## src/rtl/music_sched_pkg.sv

```systemverilog
// Shared encodings and widths for the music scheduler.
package music_sched_pkg;

  localparam int unsigned BEAT_W       = 12;
  localparam int unsigned TRACK_W      = 3;
  localparam int unsigned VOL_W        = 2;
  localparam int unsigned BGM_LAST_DEF = 1200;

  localparam logic [TRACK_W-1:0] TRACK_BGM = '0;

  typedef enum logic [1:0] {
    ST_IDLE = 2'd0,
    ST_BGM  = 2'd1,
    ST_SFX  = 2'd2
  } sched_state_e;

endpackage

```

## src/rtl/music_scheduler_req_sync_edge.sv

```systemverilog
// Two-flop synchroniser with rising-edge detect on the synchronised value.
module req_sync_edge #(
  parameter int unsigned W = 1
) (
  input  logic         clk22,
  input  logic         rst,
  input  logic [W-1:0] d,
  output logic [W-1:0] sync,
  output logic [W-1:0] rise_c
);

  logic [W-1:0] meta_q;
  logic [W-1:0] sync_q;
  logic [W-1:0] prev_q;

  // Synchroniser chain plus one delayed copy for edge detection.
  always_ff @(posedge clk22 or posedge rst) begin
    if (rst) begin
      meta_q <= '0;
      sync_q <= '0;
      prev_q <= '0;
    end else begin
      meta_q <= d;
      sync_q <= meta_q;
      prev_q <= sync_q;
    end
  end

  assign sync   = sync_q;
  assign rise_c = sync_q & ~prev_q;

endmodule

```

## src/rtl/music_scheduler.sv

```systemverilog
// Arbitrates the audio datapath between looping BGM and prioritised SFX requests.
module music_scheduler
  import music_sched_pkg::*;
#(
  parameter int unsigned     BGM_LAST = BGM_LAST_DEF,
  parameter int unsigned     SFX_LEN  = 64,
  parameter int unsigned     N_SFX    = 4,
  parameter logic [VOL_W-1:0] SFX_VOL = 2'b11
) (
  input  logic               clk22,
  input  logic               rst,
  input  logic               music_en,
  input  logic [VOL_W-1:0]   volume_sw,
  input  logic [N_SFX-1:0]   sfx_req,
  output logic [BEAT_W-1:0]  beat_num,
  output logic [TRACK_W-1:0] track_sel,
  output logic               play_en,
  output logic [VOL_W-1:0]   volume_out,
  output logic [N_SFX-1:0]   sfx_ack,
  output logic [1:0]         sched_state
);

  if (BGM_LAST >= 4096) begin : g_bad_bgm_last
    $error("BGM_LAST must fit in a 12-bit beat index");
  end
  if (SFX_LEN > 4096 || SFX_LEN == 0) begin : g_bad_sfx_len
    $error("SFX_LEN must be in 1..4096");
  end
  if (N_SFX > 7 || N_SFX == 0) begin : g_bad_n_sfx
    $error("N_SFX must be in 1..7");
  end

  logic [N_SFX-1:0] req_sync_unused;
  logic [N_SFX-1:0] req_rise_c;
  logic [2:0]       cfg_s;
  logic [2:0]       cfg_rise_unused;
  logic             music_en_s;
  logic [VOL_W-1:0] vol_s;

  req_sync_edge #(.W(N_SFX)) u_req_sync (
    .clk22  (clk22),
    .rst    (rst),
    .d      (sfx_req),
    .sync   (req_sync_unused),
    .rise_c (req_rise_c)
  );

  req_sync_edge #(.W(3)) u_cfg_sync (
    .clk22  (clk22),
    .rst    (rst),
    .d      ({music_en, volume_sw}),
    .sync   (cfg_s),
    .rise_c (cfg_rise_unused)
  );

  assign music_en_s = cfg_s[2];
  assign vol_s      = cfg_s[1:0];

  sched_state_e       state_q, state_d;
  logic [BEAT_W-1:0]  beat_q, beat_d, bgm_next;
  logic [TRACK_W-1:0] track_q, track_d;
  logic               play_q, play_d;
  logic [VOL_W-1:0]   vol_q, vol_d;
  logic [N_SFX-1:0]   ack_q, ack_d;
  logic [TRACK_W-1:0] id_q, id_d;
  logic [BEAT_W-1:0]  saved_q, saved_d;
  logic               resume_q, resume_d;
  logic [N_SFX-1:0]   pending_q, pending_d;
  logic [N_SFX-1:0]   grant_c;
  logic               pend_any;
  logic [TRACK_W-1:0] pend_idx;
  logic [N_SFX-1:0]   pend_oh;
  logic               do_start;
  logic               do_idle;

  // Fixed-priority encoder: lowest pending index wins.
  always_comb begin
    pend_any = |pending_q;
    pend_idx = '0;
    pend_oh  = '0;
    for (int i = 0; i < int'(N_SFX); i++) begin
      if (pending_q[i] && (pend_oh == '0)) begin
        pend_idx   = TRACK_W'(i);
        pend_oh[i] = 1'b1;
      end
    end
  end

  // Request edges latch into pending; a grant clears its bit unless a fresh edge arrives.
  assign pending_d = (pending_q & ~grant_c) | req_rise_c;

  // Next-state and next-output logic for the IDLE/BGM/SFX sequencer.
  always_comb begin
    state_d  = state_q;
    beat_d   = beat_q;
    track_d  = track_q;
    play_d   = play_q;
    vol_d    = vol_q;
    ack_d    = '0;
    id_d     = id_q;
    saved_d  = saved_q;
    resume_d = resume_q;
    grant_c  = '0;
    do_start = 1'b0;
    do_idle  = 1'b0;
    bgm_next = (beat_q == BEAT_W'(BGM_LAST)) ? '0 : beat_q + BEAT_W'(1);

    unique case (state_q)
      ST_IDLE: begin
        if (pend_any) begin
          do_start = 1'b1;
          resume_d = 1'b0;
        end else if (music_en_s) begin
          state_d = ST_BGM;
          beat_d  = '0;
          track_d = TRACK_BGM;
          play_d  = 1'b1;
          vol_d   = vol_s;
        end else begin
          do_idle = 1'b1;
        end
      end
      ST_BGM: begin
        if (pend_any) begin
          do_start = 1'b1;
          saved_d  = bgm_next;
          resume_d = 1'b1;
        end else if (!music_en_s) begin
          do_idle = 1'b1;
        end else begin
          beat_d = bgm_next;
          vol_d  = vol_s;
        end
      end
      ST_SFX: begin
        if (!music_en_s) begin
          resume_d = 1'b0;
        end
        if (pend_any && (pend_idx < id_q)) begin
          do_start = 1'b1;
        end else if (beat_q == BEAT_W'(SFX_LEN - 1)) begin
          if (pend_any) begin
            do_start = 1'b1;
          end else if (resume_q && music_en_s) begin
            state_d  = ST_BGM;
            beat_d   = saved_q;
            track_d  = TRACK_BGM;
            play_d   = 1'b1;
            vol_d    = vol_s;
            resume_d = 1'b0;
          end else begin
            do_idle = 1'b1;
          end
        end else begin
          beat_d = beat_q + BEAT_W'(1);
        end
      end
      default: begin
        do_idle = 1'b1;
      end
    endcase

    if (do_start) begin
      state_d = ST_SFX;
      id_d    = pend_idx;
      beat_d  = '0;
      track_d = pend_idx + TRACK_W'(1);
      play_d  = 1'b1;
      vol_d   = SFX_VOL;
      ack_d   = pend_oh;
      grant_c = pend_oh;
    end

    if (do_idle) begin
      state_d  = ST_IDLE;
      beat_d   = '0;
      track_d  = TRACK_BGM;
      play_d   = 1'b0;
      vol_d    = '0;
      resume_d = 1'b0;
    end
  end

  // FSM state register.
  always_ff @(posedge clk22 or posedge rst) begin
    if (rst) begin
      state_q <= ST_IDLE;
    end else begin
      state_q <= state_d;
    end
  end

  // Registered outputs, pending bits and BGM resume context.
  always_ff @(posedge clk22 or posedge rst) begin
    if (rst) begin
      beat_q    <= '0;
      track_q   <= '0;
      play_q    <= 1'b0;
      vol_q     <= '0;
      ack_q     <= '0;
      id_q      <= '0;
      saved_q   <= '0;
      resume_q  <= 1'b0;
      pending_q <= '0;
    end else begin
      beat_q    <= beat_d;
      track_q   <= track_d;
      play_q    <= play_d;
      vol_q     <= vol_d;
      ack_q     <= ack_d;
      id_q      <= id_d;
      saved_q   <= saved_d;
      resume_q  <= resume_d;
      pending_q <= pending_d;
    end
  end

  assign beat_num    = beat_q;
  assign track_sel   = track_q;
  assign play_en     = play_q;
  assign volume_out  = vol_q;
  assign sfx_ack     = ack_q;
  assign sched_state = state_q;

endmodule

```

## config.mk

```make
export PLATFORM = sky130hd
export DESIGN_NAME = music_scheduler
export DESIGN_NICKNAME = d
export VERILOG_FILES = /design/src/rtl/music_sched_pkg.sv /design/src/rtl/music_scheduler_req_sync_edge.sv /design/src/rtl/music_scheduler.sv
export SDC_FILE = /design/constraint.sdc
export NUM_CORES = 1
export LEC_CHECK = 0
export ABC_AREA = 1
export CORE_MARGIN = 5
export CORE_UTILIZATION = 54
export DETAILED_ROUTE_END_ITERATION = 16
export HOLD_SLACK_MARGIN = 0.08
export PLACE_DENSITY = 0.77
export SYNTH_ARGS = -nofsm -noshare
export SYNTH_HDL_FRONTEND = slang
export SYNTH_SLANG_ARGS = --single-unit
```

## constraint.sdc

```tcl
create_clock -name clk22 -period 3.6 [get_ports clk22]
set_input_delay 0.54 -clock clk22 [delete_from_list [all_inputs] [get_ports clk22]]
set_output_delay 0.54 -clock clk22 [all_outputs]
set_load 0.02 [all_outputs]
```

==> metrics.cfg <==
[layout]
design.final.nets=387
final_area_mm2=0.003485
antenna_cells=0
final_layout_size_suffix_gt1_frac=0.1227
area_delta_synth_final_pct=19.48
fill_cells=426

[cts]
cts_tree=done
post_cts_hold_buffer_count=0
cts_buffers=9
htree_num_levels=3
clkSinkCount=61
post_cts_setup_buffers=0
cts_repair_resize_count=0
clock_latency_ps=340
path_clk_slew_ps=70
clk_path_buf_depth=2
clk_root_buffer_cell=sky130_fd_sc_hd__clkbuf_8

[synthesis]
synthDominantCellAreaShare=0.5234
postSynthAreaPerCell_um2=8.865
syn-instance-count=329
yosys.cell_types.count=34
synthXorXnorAreaFrac=0.01502
synth-simple-area-share=0.2317
yosys_warnings=0
synth_seq_cells=61
yosys.area_share.adder=0.03432
synth_compound_gate_area_share=0.1253
synth_fp_nets=346
synth_top_family_by_area=simple AND/OR/NAND/NOR gates
synth_top_cell_by_area=sky130_fd_sc_hd__dfrtp_1
synthesized_cell_area_mm2=0.002917
synth_top_cells_by_area=sky130_fd_sc_hd__dfrtp_1 (52%), sky130_fd_sc_hd__nand2_1 (9.1%), sky130_fd_sc_hd__inv_1 (5.7%)
yosysSeqAreaShare=0.5234
synthMuxAreaShare=0

[floorplan]
die_y_um=83.49
io_pins=33
die-area_mm2=0.006971
core_area_mm2=0.005172
die_x_um=83.49
initial_utilization=0.5639
total_number_of_placement_rows=26

[worst_setup_path]
cp_max_fo=13
worst_setup_path_start_kind=flip-flop
worstSetupEndpointType=flip-flop
worst_ep_arrival_time_ps=2500
crit_path_frequent_cell=sky130_fd_sc_hd__nand2_1
cp_slowest_cell=sky130_fd_sc_hd__dfrtp_1
worst-endpoint-required_ps=3880
critPathKind=reg -> reg
worstPathBufferInverterCount=3
crit_path_cell_trace=inv_1 > ha_1 > inv_1 > a21oi_1 > nand3_2 > nand2_2 > inv_2 > nand3_2 > nand2_1 > nor2_2 > nand2_1 > nand2_1
critical-path-max-stage-delay_ps=420
critical-path-top-delay-family=simple AND/OR/NAND/NOR gates
rrSetupSlack_ps=1380

[sta]
slew_headroom=0.6426
worst_slack_ps=1382
tightestPinTransition_ps=536.2
grt_setup_unrepaired=no
timing.final.crit_period_ps=2218
timing_hold_violations_final=0
fin_setup_tns_ps=0
max_clock_freq_mhz=450.8
min_period_over_period=0.6162
number_of_pins_exceeding_their_max_slew_limit_in_the_final_report=0
worst_clock_skew_ps=9.554
report.final.setup_viol=0

[routing]
drt-wirelength-per-cell_um=13.50
drcViolationCount=0
viasPerCell=5.184
via_count=2307
totalWireLength_um=6009
remaining_number_of_nets_flagged_by_the_antenna_check_after_routing=0
iteration_0_drc_markers=241
drt_pre_antenna_iters=5

[global_route]
grt_start_max_net_pins=47
grt_pass1_wl_um=10130
grt_antenna_before_repair=0
via_count_of_the_first_global_routing_pass=2200
groute.usage.overall=0.1825
grt_overflow_total=0

[min_path]
hold_path_class=reg -> reg

[outcome]
run_status=completed

[placement]
dpl.hpwl_um=4504
routabilityCongestion=0.9286
numPortBuffers=32
pre_cts_slack_ps=1428
placed_area_mm2=0.003311

[power]
static-leakage-power_nw=1.628
pwr_density_cell_mw_per_mm2=738.2
ir_drop_mv=0.3948

[run]
max_cap_viol_count=0

[cell families after synthesis]
kind of cell	Yosys count
buffers and inverters	52
xor gates and xnor gates	5
DFF	61
adders and majority gates	8
AOI/OAI and AO/OA	64
and+or+nand+nor	139
[routing by layer]
metal | GRT usage | part of all wire | vias up
li1 | - | - | 1143
met1 | 0.2583 | 0.47 | 1089
met2 | 0.2587 | 0.45 | 65
met3 | 0.03554 | 0.062 | 10
met4 | 0.1096 | 0.018 | 0
met5 | 0 | 0 | -
[through the flow]
stage / hold WS, ps / util / power, W / std cells
CTS: 351.3 / 0.6737 / 0.002585 / 445
global placement: 331.3 / 0.6401 / 0.002013 / 429
floorplan: 331.2 / - / 0.001746 / 329
detailed placement: 336.4 / 0.6401 / 0.002046 / 429
finish: 348.6 / 0.6737 / 0.002572 / 445
global route: 354.2 / 0.6737 / 0.002744 / 445
[worst reg2reg max path, stage by stage, from the launching register on]
cell                      delay, ps
sky130_fd_sc_hd__dfrtp_1        420
sky130_fd_sc_hd__inv_1          120
sky130_fd_sc_hd__ha_1           340
sky130_fd_sc_hd__inv_1          170
sky130_fd_sc_hd__a21oi_1        240
sky130_fd_sc_hd__nand3_2        110
sky130_fd_sc_hd__nand2_2         90
sky130_fd_sc_hd__inv_2           80
sky130_fd_sc_hd__nand3_2        250
sky130_fd_sc_hd__nand2_1        120
sky130_fd_sc_hd__nor2_2         110
sky130_fd_sc_hd__nand2_1         60
sky130_fd_sc_hd__nand2_1         50
[final cells by class]
type                       instances  area [um2]  area share
sequential                        61        1526      0.4381
multi-input combinational        216        1185      0.3400
timing repair buffer              33       327.8     0.09408
inverter                          49       183.9     0.05278
clock buffer                       9       123.9     0.03555
tap                               70       87.58     0.02513
clock inverter                     7       50.05     0.01436
[where the power goes]
part           internal (W)  leakage [nW]  switching (W)
logic              0.000398         0.761       0.000759
clock network      0.000251        0.0933       0.000279
registers          0.000809         0.773      0.0000770
[cells in the mapped netlist, drive strengths merged]
library cell and instances:
buf 3, inv 48, and2 1, a21oi 8
o211ai 2, o21ai 47, xor2 5, nor3 4
ha 8, o31ai 1, nand3 24, nand4 2
dfrtp 61, nand3b 1, nor2 28, o21a 1
o21bai 1, clkinv 1, o22ai 4, or2 2
nand2 77
[final timing paths]
path / depth (start not counted) / start / endpoint
setup / recovery: 12 / sched_state[0]$_DFFE_PP0P_ / volume_out[1]$_DFFE_PP0P_
hold / removal: 0 / u_req_sync.meta_q[3]$_DFF_PP0_ / u_req_sync.sync[3]$_DFF_PP0_
setup reg to reg: 12 / sched_state[0]$_DFFE_PP0P_ / volume_out[1]$_DFFE_PP0P_
hold reg to reg: 0 / u_req_sync.meta_q[3]$_DFF_PP0_ / u_req_sync.sync[3]$_DFF_PP0_
max in group asynchronous: 3 / rst / saved_q[7]$_DFFE_PP0P_
min in group asynchronous: 2 / rst / u_cfg_sync.meta_q[2]$_DFF_PP0_
[placed cells by master (no fill, tap or decap), drive strengths merged]
cell / n
clkbuf: 9
or2: 2
nand4: 2
clkdlybuf4s50: 32
a21oi: 8
ha: 8
o211ai: 2
dfrtp: 61
nor2: 28
o21bai: 1
buf: 1
xor2: 5
o22ai: 4
o21ai: 47
nand3: 24
o21a: 1
nor3: 4
o31ai: 1
nand2: 77
nand3b: 1
clkinv: 7
inv: 49
and2: 1
[flip-flops by register name (all words and copies together), names as in the netlist, 3 cells and up]
signal	count
beat_num	12
pending_q	4
saved_q	12
sfx_ack	4
track_sel	3
u_cfg_sync.meta_q	3
u_cfg_sync.sync	3
u_req_sync.meta_q	4
u_req_sync.prev_q	4
u_req_sync.sync	4
Note: power is estimated with default switching activity, not from simulation.
